<file path="config.mk">
export PLATFORM = sky130hd
export DESIGN_NAME = gj_inverse_sequencer
export DESIGN_NICKNAME = d
export VERILOG_FILES = /design/src/rtl/gj_inverse_sequencer.sv
export SDC_FILE = /design/constraint.sdc
export NUM_CORES = 1
export LEC_CHECK = 0
export BUFFER_PORTS_ARGS = -buffer_cell sky130_fd_sc_hd__buf_2
export CAP_MARGIN = 20
export CORE_MARGIN = 2
export CORE_UTILIZATION = 60
export CTS_CLUSTER_DIAMETER = 50
export DETAILED_ROUTE_END_ITERATION = 6
export PLACE_DENSITY = 0.84
export SYNTH_ARGS = -nofsm -noshare
export SYNTH_HDL_FRONTEND = slang
export SYNTH_SLANG_ARGS = --single-unit
export TNS_END_PERCENT = 100
</file>
<file path="constraint.sdc">
create_clock -name clk -period 6.1 [get_ports clk]
set_clock_uncertainty 0.05 [all_clocks]
set_input_delay 1.22 -clock clk [delete_from_list [all_inputs] [get_ports clk]]
set_output_delay 1.22 -clock clk [all_outputs]
set_load 0.05 [all_outputs]
</file>
<file path="src/rtl/gj_inverse_sequencer.sv">
// gj_inverse_sequencer
//   Gauss-Jordan elimination sequencer for the N x N matrix-inverse datapath.
//   Walks the augmented matrix [A | I] pivot by pivot and issues one command
//   at a time (RECIP, SCALE, LOADF, ELIM) to the shared arithmetic unit,
//   waiting for each result before issuing the next. A zero pivot aborts.
//
//   Optional feature: define GJ_SEQ_PERF_EN to add the cycle_cnt output.
//
// Ports
//   clk        : single clock, rising edge
//   reset      : synchronous, active-low
//   start      : begin an inversion (sampled only when idle)
//   busy       : run in progress (ISSUE/WAIT)
//   done       : one-cycle pulse at end of run (normal or singular)
//   singular   : sticky zero-pivot flag, cleared on accepted start
//   op_valid   : command valid
//   op_ready   : datapath accepts command
//   op_code    : 0=RECIP 1=SCALE 2=LOADF 3=ELIM
//   op_piv     : pivot index p
//   op_row     : target row
//   op_col     : target column
//   res_valid  : datapath finished the accepted command
//   piv_zero   : with res_valid of a RECIP, the pivot was zero
//   cycle_cnt  : (GJ_SEQ_PERF_EN only) saturating count of run cycles
module gj_inverse_sequencer #(
    parameter int N  = 5,
    parameter int RW = 3,
    parameter int CW = 4
) (
    input  logic          clk,
    input  logic          reset,
    input  logic          start,
    output logic          busy,
    output logic          done,
    output logic          singular,
    output logic          op_valid,
    input  logic          op_ready,
    output logic [1:0]    op_code,
    output logic [RW-1:0] op_piv,
    output logic [RW-1:0] op_row,
    output logic [CW-1:0] op_col,
    input  logic          res_valid,
    input  logic          piv_zero
`ifdef GJ_SEQ_PERF_EN
    ,
    output logic [15:0]   cycle_cnt
`endif
);

    typedef enum logic [1:0] {
        S_IDLE,
        S_ISSUE,
        S_WAIT,
        S_FIN
    } state_t;

    typedef enum logic [1:0] {
        OP_RECIP = 2'd0,
        OP_SCALE = 2'd1,
        OP_LOADF = 2'd2,
        OP_ELIM  = 2'd3
    } op_t;

    localparam logic [CW-1:0] LAST_COL = CW'(2 * N - 1);
    localparam logic [RW-1:0] LAST_PIV = RW'(N - 1);

    state_t        state_q, state_d;
    op_t           code_q, code_d;
    logic [RW-1:0] piv_q, piv_d;
    logic [RW-1:0] row_q, row_d;
    logic [CW-1:0] col_q, col_d;
    logic          sing_q, sing_d;

    // One extra bit so the "past the last row" test cannot wrap.
    logic [RW:0]   row_inc;
    logic [RW:0]   row_nxt;
    logic          rows_done;
    logic          last_col;
    logic          last_op;

    always_comb begin
        state_d = state_q;
        code_d  = code_q;
        piv_d   = piv_q;
        row_d   = row_q;
        col_d   = col_q;
        sing_d  = sing_q;

        // Next elimination row skips the pivot row itself.
        row_inc   = {1'b0, row_q} + (RW+1)'(1);
        row_nxt   = (row_inc == {1'b0, piv_q}) ? row_inc + (RW+1)'(1) : row_inc;
        rows_done = (row_nxt >= (RW+1)'(N));
        last_col  = (col_q == LAST_COL);
        last_op   = (code_q == OP_ELIM) && last_col && rows_done && (piv_q == LAST_PIV);

        unique case (state_q)
            S_IDLE: begin
                if (start) begin
                    state_d = S_ISSUE;
                    code_d  = OP_RECIP;
                    piv_d   = '0;
                    row_d   = '0;
                    col_d   = '0;
                    sing_d  = 1'b0;
                end
            end
            S_ISSUE: begin
                if (op_ready) begin
                    state_d = S_WAIT;
                end
            end
            S_WAIT: begin
                if (res_valid) begin
                    if ((code_q == OP_RECIP) && piv_zero) begin
                        sing_d  = 1'b1;
                        state_d = S_FIN;
                    end else if (last_op) begin
                        state_d = S_FIN;
                    end else begin
                        state_d = S_ISSUE;
                        unique case (code_q)
                            // RECIP already carries row=col=p, which SCALE starts from.
                            OP_RECIP: code_d = OP_SCALE;
                            OP_SCALE: begin
                                if (last_col) begin
                                    code_d = OP_LOADF;
                                    row_d  = (piv_q == '0) ? RW'(1) : '0;
                                    col_d  = CW'(piv_q);
                                end else begin
                                    col_d = col_q + CW'(1);
                                end
                            end
                            // LOADF holds col=p, which is where ELIM starts.
                            OP_LOADF: code_d = OP_ELIM;
                            OP_ELIM: begin
                                if (!last_col) begin
                                    col_d = col_q + CW'(1);
                                end else if (!rows_done) begin
                                    code_d = OP_LOADF;
                                    row_d  = row_nxt[RW-1:0];
                                    col_d  = CW'(piv_q);
                                end else begin
                                    code_d = OP_RECIP;
                                    piv_d  = piv_q + RW'(1);
                                    row_d  = piv_q + RW'(1);
                                    col_d  = CW'(piv_q + RW'(1));
                                end
                            end
                            default: code_d = code_q;
                        endcase
                    end
                end
            end
            S_FIN: begin
                state_d = S_IDLE;
            end
            default: state_d = S_IDLE;
        endcase
    end

    always_ff @(posedge clk) begin
        if (!reset) begin
            state_q <= S_IDLE;
            code_q  <= OP_RECIP;
            piv_q   <= '0;
            row_q   <= '0;
            col_q   <= '0;
            sing_q  <= 1'b0;
        end else begin
            state_q <= state_d;
            code_q  <= code_d;
            piv_q   <= piv_d;
            row_q   <= row_d;
            col_q   <= col_d;
            sing_q  <= sing_d;
        end
    end

    assign busy     = (state_q == S_ISSUE) || (state_q == S_WAIT);
    assign done     = (state_q == S_FIN);
    assign op_valid = (state_q == S_ISSUE);
    assign op_code  = code_q;
    assign op_piv   = piv_q;
    assign op_row   = row_q;
    assign op_col   = col_q;
    assign singular = sing_q;

`ifdef GJ_SEQ_PERF_EN
    // Counts every cycle of the run from the first command through FIN,
    // so a zero-wait N=5 run reads 2*225 + 1.
    logic [15:0] cnt_q;

    always_ff @(posedge clk) begin
        if (!reset) begin
            cnt_q <= '0;
        end else if ((state_q == S_IDLE) && start) begin
            cnt_q <= '0;
        end else if ((state_q != S_IDLE) && (cnt_q != '1)) begin
            cnt_q <= cnt_q + 16'd1;
        end
    end

    assign cycle_cnt = cnt_q;
`endif

endmodule

</file>
==> flow_summary_export.csv, run 1 <==
group,metric,value,unit
status,status,"finished, final reports clean",
floorplanning,initial_utilization,0.622,
critical_path,start_kind,"flop",
clocking,post_cts_resized,0,
global_routing,grt_first_pass_wirelength,5310,um
synth,synthFlopType,"dfxtp_1",
route,routed-via-count,1375,
clocking,cts_buffers,3,
synth,syn_area,1350,um2
synth,synth_most_common_cell,"nand2_1",
finish,drive_gt1_frac,0.180,
critical_path,cp-end-kind,"flop",
synth,syn_inst,169,
synth,synth_commonest_cells,"nand2_1 (23), dfxtp_1 (15), nor2_1 (11), ha_1 (10), a21oi_1 (9)",
critical_path,crit_required,6.27,ns
global_routing,first_global_vias,1182,
sta,slew_headroom,0.620,
clocking,cts-root-buf,"clkbuf_4",
route,drtPass1Iterations,4,
clocking,clockBufferDepth,2,
sta,setup_violations,0,
sta,rsz0062_at_grt,"no",
route,viasPerCell,6.34,
critical_path,critical_path_arrival,3.22,ns
finish,multi_input_area,976,um2
power,vdd_drop_max,0.422,mV
sta,fin_setup_tns,0,ns
sta,fmax,0.328,GHz
synth,synth-edff-count,0,
clocking,holdBufCountCts,0,
synth,synth.top_cells.by_area,"dfxtp_1 (22%), ha_1 (9.3%), nand2_1 (6.4%)",
finish,n_fill_cell,197,
global_routing,grt-ovfl-total,0,
synth,yosys.area.top_type,"dfxtp_1",
clocking,clk_latency,0.29,ns
floorplanning,core_area,2170,um2
power,p_leak,0.607,nW
finish,layout.nets,206,
sta,fin_crit,3.05,ns
global_routing,track_usage,0.263,
clocking,cts_tree,"done",
sta,fin_crit_sh,0.500,
place,dp_hpwl,2490,um
synth,yosysUniqueCellTypes,56,
critical_path,critical_path_class,"flop to flop",
floorplanning,die_area,2640,um2
synth,syn_nets,185,
finish,regArea,300,um2
place,gp_congestion,0.932,
synth,yosys_warnings,0,
route,drtIter0Drc,56,
critical_path,reg2regPathDepth,9,
synth,avgSynthCellArea,7.98,um2
finish,n_antenna_cell,0,
floorplanning,num_io_pins,22,
sta,hold_viol_final,0,
power,powerDensity,296,nW/um2
min_path,hold_class,"flop to flop",
clocking,path_clk_slew,0.09,ns
sta,worst_pin_slew,0.568,ns
finish,syn_to_final_growth,9.83,%
clocking,post_cts_buffers,0,
route,drtAntennaViolNets,0,
floorplanning,core.rowCount,17,
finish,fin_area,1480,um2
place,port_buffers,21,
job,cap_violations,0,
place,place_area,1450,um2
synth,async_reset_ff_frac,0,
floorplanning,die_w,51.4,um
min_path,whs_path_depth,2,
clocking,cts_sinks,15,
synth,yosysTopAreaCellShare,0.223,
global_routing,grt_max_degree,13,
synth,yosysSeqAreaShare,0.223,
critical_path,path_max_fanout,9,
route,wl_per_cell,15.2,um
global_routing,antenna_found_initial,0,
route,route.detailed.drc,0,
synth,synth_seq_cells,15,
sta,maxSlewViolCount,0,
clocking,htree_num_levels,1,
route,drt-total-wl,3290,um
floorplanning,die_h,51.4,um
==> routing by layer <==
| layer | part of all wire | up-vias | wire length (um) | global-route usage |
|---|---|---|---|---|
| li1 | - | 658 | - | - |
| met2 | 0.48 | 61 | 1570 | 0.447 |
| met1 | 0.43 | 647 | 1410 | 0.339 |
| met4 | 0.024 | 0 | 78 | 0.110 |
| met5 | 0 | - | 0 | 0 |
| met3 | 0.069 | 9 | 226 | 0.0234 |
==> worst max-delay path, cell delays in order, from the launching register on <==
cell,delay [ns]
dfxtp_1,0.51
inv_1,0.14
ha_1,0.37
xor2_1,0.20
nand2_1,0.14
o31ai_2,0.43
a22oi_1,0.25
a2111oi_2,0.57
o21ai_0,0.20
o211ai_1,0.12
==> kinds of logic after synthesis <==
| family | Yosys count | synth area share |
|---|---|---|
| muxes | 3 | 0.0223 |
| buffers and inverters | 15 | 0.0538 |
| adders and majority gates | 10 | 0.0928 |
| AOI/OAI and AO/OA | 51 | 0.291 |
| and+or+nand+nor | 66 | 0.249 |
| DFF | 15 | 0.223 |
| xor gates and xnor gates | 9 | 0.0686 |
==> where the power goes <==
group          switching (mW)  internal (mW)  leakage (nW)  total [mW]
Clock                  0.0340         0.0245        0.0177      0.0585
Combinational           0.180         0.0729         0.467       0.253
Sequential             0.0179          0.109         0.122       0.127
==> through the flow <==
| stage | hold WS, ns | util | setup slack, ns | power, mW | instances |
|---|---|---|---|---|---|
| finish | 0.473 | 0.683 | 3.05 | 0.438 | 217 |
| global placement | 0.457 | 0.670 | 3.26 | 0.371 | 213 |
| floorplan | 0.472 | - | 3.03 | 0.326 | 169 |
| detailed placement | 0.463 | 0.670 | 3.15 | 0.378 | 213 |
| global route | 0.498 | 0.683 | 2.83 | 0.467 | 217 |
| CTS | 0.478 | 0.683 | 3.13 | 0.436 | 217 |
==> registers in the layout, indices dropped and copies added, names as in the netlist <==
| name | flops |
|---|---|
| state_q | 2 |
| op_row | 3 |
| op_piv | 3 |
| op_code | 2 |
| singular | 1 |
| op_col | 4 |
==> path summary, 6_finish.rpt <==
check                               start   endpoint  slack [ns]
worst max-delay path            op_row[0]  op_col[2]        3.05
worst min-delay path            op_col[3]  op_col[3]        0.47
worst max register to register  op_row[0]  op_col[2]        3.05
worst min register to register  op_col[3]  op_col[3]        0.47
==> cells in the final DEF (no fill, tap or decap), types with 4 or more instances in the layout <==
cell type and count:
nor2_1 11, nor3_1 4, nand2b_1 5, nand2_1 23
nand3_1 5, o211ai_1 5, o21ai_0 7, a21oi_1 9
xor2_1 5, buf_2 21, inv_1 8, dfxtp_1 15
ha_1 10
==> layout make-up <==
| class | count | area share |
|---|---|---|
| inverter | 10 | 0.0253 |
| clock inverter | 1 | 0.00338 |
| tap | 28 | 0.0236 |
| clock buffer | 3 | 0.0152 |
| timing repair buffer | 21 | 0.0709 |
| sequential | 15 | 0.203 |
| multi-input combinational | 139 | 0.659 |
Power figures use the tool's default switching activity.
==> run 2, diff against run 1 <==
- ABC_AREA: unset -> 1
- CORE_UTILIZATION: 60 -> 56
- PLACE_DENSITY: 0.84 -> 0.79
- clock period: 6.1 -> 3.1 ns (I/O delays scaled with it)
==> run 2 against run 1 <==
  * Routed wire length fell by 5.0%
  * First-iteration DRC count fell by 27%
  * Critical endpoint is now op_piv[1]
  * Die area is 8.4% higher
  * Fmax is 24% higher
  * Final area up 3.5%
  * Combinational power grew to 4.3 times the previous value
  * Highest routed layer unchanged
  * Critical path type unchanged
==> flow_summary_export.csv, run 2 <==
group,metric,value,unit
global_routing,grt-ovfl-total,0,
global_routing,grt_first_pass_wirelength,5270,um
critical_path,path_cells,"inv_2 > ha_1 > inv_1 > nand2_1 > nand3_4 > nor2_8 > nand2_2 > nand2_1 > nand2_2 > nand3_4 > nand2_2 > nand2_2 > nand2_4 > nor2_4 > nand2_1 > nand2_1 > nor2_1",
clocking,post_cts_buffers,0,
synth,syn_inst,212,
place,post-place-ws,0.690,ns
route,route.detailed.drc,0,
sta,setup_violations,0,
sta,worst_pin_slew,0.438,ns
finish,largest_reg_flops,4,
critical_path,critical_path_arrival,2.59,ns
synth,synth_commonest_cells,"nand2_1 (57), nor2_1 (26), inv_1 (25), nand3_1 (17), dfxtp_1 (15)",
floorplanning,die_w,53.5,um
clocking,cts_sinks,15,
synth,synth-adder-area-share,0.0911,
place,dp_hpwl,2540,um
clocking,cts_tree,"done",
synth,synthMuxAreaShare,0,
route,drtIter0Drc,41,
power,p_leak,0.757,nW
min_path,hold_class,"flop to flop",
floorplanning,num_io_pins,22,
critical_path,crit_family,"simple AND/OR/NAND/NOR gates",
clocking,htree_num_levels,1,
synth,synth_most_common_cell,"nand2_1",
synth,yosysSeqAreaShare,0.219,
synth,yosysUniqueCellTypes,31,
finish,regArea,300,um2
sta,maxSlewViolCount,0,
synth,yosys.area.top_type,"dfxtp_1",
critical_path,crit_required,3.24,ns
sta,slew_headroom,0.708,
synth,yosysTopAreaCellShare,0.219,
clocking,cts_buffers,3,
critical_path,critPathBufInv,2,
sta,fmax,0.408,GHz
synth,synthXorXnorAreaFrac,0.0191,
synth,synth-edff-count,0,
status,status,"finished, final reports clean",
clocking,clk_latency,0.30,ns
floorplanning,core.rowCount,17,
sta,fin_crit_sh,0.792,
sta,hold_viol_final,0,
critical_path,path_max_fanout,7,
finish,n_fill_cell,217,
finish,mostFrequentLayoutCells,"nand2_1 (57), nor2_1 (26), inv_1 (25)",
sta,rsz0062_at_grt,"no",
critical_path,critical_path_class,"flop to flop",
synth,synthSimpleGateAreaFrac,0.460,
floorplanning,die_area,2870,um2
route,wl_per_cell,11.9,um
route,routed-via-count,1378,
synth,syn_nets,228,
sta,setup_ws,0.646,ns
clocking,clockBufferDepth,2,
clocking,path_clk_slew,0.11,ns
finish,layout_commonest_cell,"nand2_1",
global_routing,track_usage,0.248,
synth,async_reset_ff_frac,0,
place,gp_congestion,0.872,
finish,n_antenna_cell,0,
synth,synth_seq_cells,15,
finish,postLayoutCoreUtil,0.673,
finish,layout.nets,252,
synth,synth.top_cells.by_area,"dfxtp_1 (22%), nand2_1 (16%), ha_1 (9.1%)",
floorplanning,core_area,2280,um2
synth,synthFlopType,"dfxtp_1",
global_routing,first_global_vias,1275,
route,drtPass1Iterations,4,
critical_path,cp_slowest_cell,"dfxtp_1",
place,port_buffers,21,
critical_path,cp-end-kind,"flop",
finish,drive_gt1_frac,0.221,
power,vdd_drop_max,0.769,mV
finish,syn_to_final_growth,11.6,%
floorplanning,die_h,53.5,um
clocking,cts-root-buf,"clkbuf_4",
critical_path,cp_slowest_stage_delay,0.48,ns
synth,avgSynthCellArea,6.48,um2
synth,synth_compound_area_frac,0.123,
critical_path,start_kind,"flop",
sta,fin_setup_tns,0,ns
synth,syn_area,1370,um2
clocking,post_cts_resized,0,
clocking,holdBufCountCts,0,
route,drtAntennaViolNets,0,
finish,multi_input_area,952,um2
synth,yosys_warnings,0,
floorplanning,initial_utilization,0.604,
sta,fin_crit,2.45,ns
global_routing,antenna_found_initial,0,
job,cap_violations,0,
route,viasPerCell,5.24,
route,drt-total-wl,3130,um
power,powerDensity,994,nW/um2
synth,synth_top_family_by_area,"simple AND/OR/NAND/NOR gates",
global_routing,grt_max_degree,12,
run 2: cell count changes after synthesis, sizes merged, moves of 4 or more:
cell    delta
nor2      +20
o211ai     -4
nand3     +18
a21oi      +7
inv       +22
nand2     +42
nand2b     -6
run 2: cells by family (layout without fill, tap and decap cells):
kind of cell	after synthesis	after routing
AOI/OAI and AO/OA	27	27
xor gates and xnor gates	3	3
adders and majority gates	10	10
buffers and inverters	32	55
DFF	15	15
and+or+nand+nor	125	125
run 2: path summary, 6_finish.rpt:
path / start / to / slack [ns] / depth (start not counted)
hold reg to reg: singular / singular / 0.43 / 2
setup / recovery: op_row[0] / op_piv[1] / 0.65 / 17
setup reg to reg: op_row[0] / op_piv[1] / 0.65 / 17
hold / removal: singular / singular / 0.43 / 2
run 2: cell type report:
cell class	count	share of cell area
Multi-Input combinational cell	165	0.621
Sequential cell	15	0.196
Inverter	30	0.0735
Timing Repair Buffer	21	0.0686
Tap cell	28	0.0229
Clock buffer	3	0.0147
Clock inverter	1	0.00327
run 2: per-stage QoR:
stage	power, mW	instances	hold WS (ns)	area [um2]
after global routing	1.65	263	0.448	1530
after floorplan	1.20	212	0.482	1370
after detailed placement	1.40	259	0.415	1510
after CTS	1.52	263	0.429	1530
after global placement	1.37	259	0.407	1510
final	1.52	263	0.429	1530
run 2: tightest hold or removal path, delay by kind of cell, from the launching register on:
kind | cells | cell delay, ns
flops | 1 | 0.32
compound gates | 2 | 0.12
run 2: layer usage:
metal	global-route usage	wire length [um]
met5	0	0
met1	0.301	1460
met3	0.0333	92
met4	0.0855	40
met2	0.444	1540
run 2: power breakdown:
group / total, mW / leakage, nW / switching (mW) / internal (mW)
combinational: 1.08 / 0.616 / 0.764 / 0.317
clock: 0.118 / 0.0177 / 0.0704 / 0.0481
sequential: 0.325 / 0.123 / 0.0755 / 0.250
total: 1.52 / 0.757 / 0.909 / 0.614
